--- config.mk ---
export PLATFORM = sky130hd
export DESIGN_NAME = mash_accumulator
export DESIGN_NICKNAME = d
export VERILOG_FILES = /design/src/rtl/mash_pkg.sv /design/src/rtl/mash_acc_stage.sv /design/src/rtl/mash_accumulator.sv
export SDC_FILE = /design/constraint.sdc
export NUM_CORES = 1
export LEC_CHECK = 0
export ABC_CLOCK_PERIOD_IN_PS = 7700
export BUFFER_PORTS_ARGS = -buffer_cell sky130_fd_sc_hd__buf_2
export CORE_ASPECT_RATIO = 1.4
export CORE_UTILIZATION = 55
export CTS_CLUSTER_SIZE = 24
export DETAILED_ROUTE_END_ITERATION = 7
export PLACE_DENSITY = 0.79
export SLEW_MARGIN = 20
export SYNTH_ARGS = -nofsm -noshare
export SYNTH_HDL_FRONTEND = slang
export SYNTH_SLANG_ARGS = --single-unit
--- constraint.sdc ---
create_clock -name clk -period 7.7 [get_ports clk]
set_clock_uncertainty 0.2 [all_clocks]
set_input_delay 1.54 -clock clk [delete_from_list [all_inputs] [get_ports clk]]
set_output_delay 1.54 -clock clk [all_outputs]
set_load 0.02 [all_outputs]
--- src/rtl/mash_pkg.sv ---
// Shared constants and the LFSR step function for the MASH accumulator slice.
package mash_pkg;

    localparam int unsigned ACC_W_DEF = 16;
    localparam logic [15:0] LFSR_SEED = 16'hACE1;
    // Right-shift Fibonacci form of x^16+x^14+x^13+x^11+1 taps bits 0,2,3,5
    localparam logic [15:0] LFSR_TAPS = 16'h002D;

    function automatic logic [15:0] lfsr_next(input logic [15:0] state);
        return {^(state & LFSR_TAPS), state[15:1]};
    endfunction

endpackage

--- src/rtl/mash_acc_stage.sv ---
// One accumulator stage: ACC_W-bit modulo adder, accumulator register and carry flop.
// sum_o is the combinational low sum, so the next stage chains within the same cycle.
module mash_acc_stage
    import mash_pkg::*;
#(
    parameter int unsigned ACC_W = ACC_W_DEF
) (
    input  logic             clk,
    input  logic             rst_n,
    input  logic             en,
    input  logic             clr,
    input  logic [ACC_W-1:0] add_in,
    input  logic             cin,
    output logic [ACC_W-1:0] sum_o,
    output logic             carry_o
);

    logic [ACC_W:0]   sum;
    logic [ACC_W-1:0] acc_q, acc_d;
    logic             carry_q, carry_d;

    always_comb begin
        // Max of acc + add + cin is 2^(ACC_W+1)-1, so one carry bit suffices
        sum     = {1'b0, acc_q} + {1'b0, add_in} + {{ACC_W{1'b0}}, cin};
        acc_d   = acc_q;
        carry_d = carry_q;
        if (clr) begin
            acc_d   = '0;
            carry_d = 1'b0;
        end else if (en) begin
            acc_d   = sum[ACC_W-1:0];
            carry_d = sum[ACC_W];
        end
    end

    always_ff @(posedge clk or negedge rst_n) begin
        if (!rst_n) begin
            acc_q   <= '0;
            carry_q <= 1'b0;
        end else begin
            acc_q   <= acc_d;
            carry_q <= carry_d;
        end
    end

    assign sum_o   = sum[ACC_W-1:0];
    assign carry_o = carry_q;

endmodule

--- src/rtl/mash_accumulator.sv ---
// Three-stage MASH accumulator with frequency-word register and optional LFSR dither.
// Carries c1..c3 are registered and time-aligned for the downstream noise shaper.
module mash_accumulator
    import mash_pkg::*;
#(
    parameter int unsigned ACC_W = ACC_W_DEF
) (
    input  logic             clk,
    input  logic             rst_n,
    input  logic             en,
    input  logic             clr,
    input  logic [ACC_W-1:0] k_in,
    input  logic             k_load,
    input  logic             dither_en,
    output logic             c1,
    output logic             c2,
    output logic             c3,
    output logic [ACC_W-1:0] k_active
);

    logic [ACC_W-1:0] k_reg_q, k_reg_d;
    logic [15:0]      lfsr_q, lfsr_d;
    logic             dither_bit;
    logic [ACC_W-1:0] s1, s2, unused_s3;

    always_comb begin
        k_reg_d = k_load ? k_in : k_reg_q;
        lfsr_d  = lfsr_q;
        if (clr) begin
            lfsr_d = LFSR_SEED;
        end else if (en) begin
            lfsr_d = lfsr_next(lfsr_q);
        end
        dither_bit = dither_en & lfsr_q[0];
    end

    always_ff @(posedge clk or negedge rst_n) begin
        if (!rst_n) begin
            k_reg_q <= '0;
            lfsr_q  <= LFSR_SEED;
        end else begin
            k_reg_q <= k_reg_d;
            lfsr_q  <= lfsr_d;
        end
    end

    mash_acc_stage #(.ACC_W(ACC_W)) u_stage1 (
        .clk     (clk),
        .rst_n   (rst_n),
        .en      (en),
        .clr     (clr),
        .add_in  (k_reg_q),
        .cin     (dither_bit),
        .sum_o   (s1),
        .carry_o (c1)
    );

    mash_acc_stage #(.ACC_W(ACC_W)) u_stage2 (
        .clk     (clk),
        .rst_n   (rst_n),
        .en      (en),
        .clr     (clr),
        .add_in  (s1),
        .cin     (1'b0),
        .sum_o   (s2),
        .carry_o (c2)
    );

    mash_acc_stage #(.ACC_W(ACC_W)) u_stage3 (
        .clk     (clk),
        .rst_n   (rst_n),
        .en      (en),
        .clr     (clr),
        .add_in  (s2),
        .cin     (1'b0),
        .sum_o   (unused_s3),
        .carry_o (c3)
    );

    assign k_active = k_reg_q;

endmodule
==> out/qor.csv <==
metric,value,unit
status,finished clean,
seq_area_frac_synth,35.7,%
fin_cells,795,
via_per_inst,6.25,
crit_chain,buf_2 > nand2_1 > fa_1 > fa_1 > nor2b_4 > o31a_1 > o31ai_1 > a21oi_1 > xor2_1 > ha_1 > a21oi_1 > o21a_1 > o21ai_0 > or3_1 > and2_1 > ha_1 > inv_1 > nor3_1 > o311ai_0 > a41oi_1 > xnor2_1 > a211oi_1,
critPathTopFamily,compound AO/OA/AOI/OAI gates,
totalPowerFinal,0.00277,W
yosys_warnings,0,
hpwl,9.51,mm
antenna_found_initial,0,
start_util,56.4,%
rsz0062_at_grt,no,
finalCritPeriodShare,83.1,%
drtIter0Drc,344,
grt-ovfl-total,0,
post_cts_buffers,0,
grt_max_degree,67,
synthesis.nets,707,
die_w,89.1,microns
drtAntennaViolNets,0,
grt_usage,26.0,%
totalWireLength,13.4,mm
netlist_instances,632,
diodes,0,
hold_viol,0,
drc_errors,0,
ys.flop_type,dfrtp_1,
cts_resized,0,
ios,41,
seq_power_share,21.4,%
h-tree-depth,3,
startpoint_type,input port,
num_vias,4965,
power_switching,0.00130,W
ys_ff_latch,83,
drtPass1Iterations,5,
gp_congestion,0.923,
maxSlewViolCount,0,
cts_buffers,9,
crit_fanout,8,
cts_buffer_depth,2,
fmax,156,MHz
rows,44,
path_clk_slew,0.06,ns
p_per_area,435,nW/um^2
grt_pass1_vias,4724,
wl_per_cell,16.8,microns
slew_headroom,28.0,%
clockRootBuffer,clkbuf_16,
p_sw_share,46.8,%
fin_tns_setup,0,ns
arrival,6.44,ns
required,7.74,ns
port-buffer-count,40,
synth_cell_types,64,
worstSetupPathType,in -> reg,
worstSetupEndpointType,flop,
tightest_slew,1.08,ns
clkPwrFrac,14.6,%
ir_worst_vdd,0.233,mV
grt_pass1_wl,22.1,mm
cts_sinks,83,
cp.buffers_inverters,2,
synth.avg_cell_area,9.24,sq um
synth_edf_count,0,
utilization,61.7,%
dp.cells,779,
slowest_stage,fa_1,
setup_violations,0,
cts_tree,yes,
synth_area,5840,sq um
synthToLayoutAreaGrowth,9.34,%
die_area,11000,sq um
ys_async_sr_fraction,100,%
core,10300,sq um
final_nets,727,
p_int,0.00148,W
clk_latency,0.34,ns
min_path_type,reg -> reg,
slowest_delay,0.49,ns
pwr-share-comb,64.0,%
maxCapViolCount,0,
p_leak,2.99,nW
drive_above_1_share,14.0,%
hold_buffers,0,
die_h,124,microns
period_minus_slack,6.40,ns
-- cells in the final DEF, fill, tap and decap left out, types with 6 or more instances in the layout --
cell / instances
buf_2: 39
mux2i_1: 25
nand2_1: 42
o21ai_0: 24
o21a_1: 12
a211o_1: 11
and3_1: 6
dfrtp_1: 75
clkbuf_16: 9
ha_1: 49
xnor2_1: 20
o31ai_1: 8
dfstp_2: 8
nand3_1: 17
a21oi_1: 52
inv_1: 21
nor2_1: 61
nor3_1: 10
a211oi_1: 8
nor2b_1: 7
nand4_1: 7
a21o_1: 12
and2_1: 9
xor2_1: 9
mux2_2: 15
-- final cells by class --
cell class | instances | area [sq um]
Multi-Input combinational cell | 493 | 3540
Timing Repair Buffer | 44 | 233
Clock buffer | 9 | 225
Fill cell | 912 | 3970
Clock inverter | 7 | 51.3
Sequential cell | 83 | 2090
Tap cell | 138 | 173
Inverter | 21 | 78.8
-- sequential cells by signal, summed over array words and instances (netlist names) --
signal / count
k_active: 16
lfsr_q: 16
u_stage1.acc_q: 16
u_stage2.acc_q: 16
u_stage3.acc_q: 16
u_stage1.carry_o: 1
u_stage2.carry_o: 1
u_stage3.carry_o: 1
-- final timing paths --
check / from / to / slack (ns) / cells past startpoint
max reg2reg: lfsr_q[0] / u_stage3.acc_q[14] / 2.01 / 21
max in group asynchronous: rst_n / k_active[8] / 5.35 / 2
max: dither_en / u_stage3.acc_q[14] / 1.30 / 22
min reg2reg: u_stage1.acc_q[12] / u_stage1.acc_q[12] / 0.29 / 1
min in group asynchronous: rst_n / u_stage3.acc_q[15] / 0.86 / 1
min: u_stage1.acc_q[12] / u_stage1.acc_q[12] / 0.29 / 1
-- cell usage after synthesis, drive strengths merged, types with 15 or more instances --
master | number | area, sq um
dfrtp | 75 | 1880
mux2i | 25 | 250
ha | 49 | 613
o21ai | 25 | 125
inv | 21 | 78.8
clkbuf | 21 | 78.8
mux2 | 15 | 169
nor2 | 62 | 233
xnor2 | 20 | 175
nand3 | 17 | 85.1
nand2 | 42 | 158
a21oi | 52 | 260
-- power by group through the flow --
stage / sequential (W) / combinational (W) / clock, W
2_1_floorplan: 0.000596 / 0.00137 / 0
3_3_place_gp: 0.000596 / 0.00168 / 0
3_5_place_dp: 0.000600 / 0.00173 / 0
4_1_cts: 0.000593 / 0.00175 / 0.000412
5_1_grt: 0.000604 / 0.00197 / 0.000431
6_report: 0.000593 / 0.00178 / 0.000405
-- per-layer routing --
layer  global-route usage [%]  up-vias  share of wire (%)
met3                     3.78       30                4.0
met2                     46.2      143                 52
met1                     31.7     2411                 42
met5                        0        -                  0
li1                         -     2381                  -
met4                     9.92        0                2.6
-- cell families after synthesis --
kind of cell,Yosys count,share of synthesized area [%]
compound gates,181,21.2
buf+inv,56,3.73
mux,40,7.18
xor+xnor,29,4.35
simple gates,190,15.9
fa+ha+maj,53,11.9
flops,83,35.7
-- per-stage QoR --
step	cell area [sq um]	worst slack, ns	hold WS, ns
6_report	6380	1.30	0.290
4_1_cts	6380	1.37	0.295
3_3_place_gp	6110	1.24	0.273
2_1_floorplan	5840	1.59	0.254
5_1_grt	6380	0.935	0.310
3_5_place_dp	6110	1.04	0.280
(Power assumes the default switching activity.)
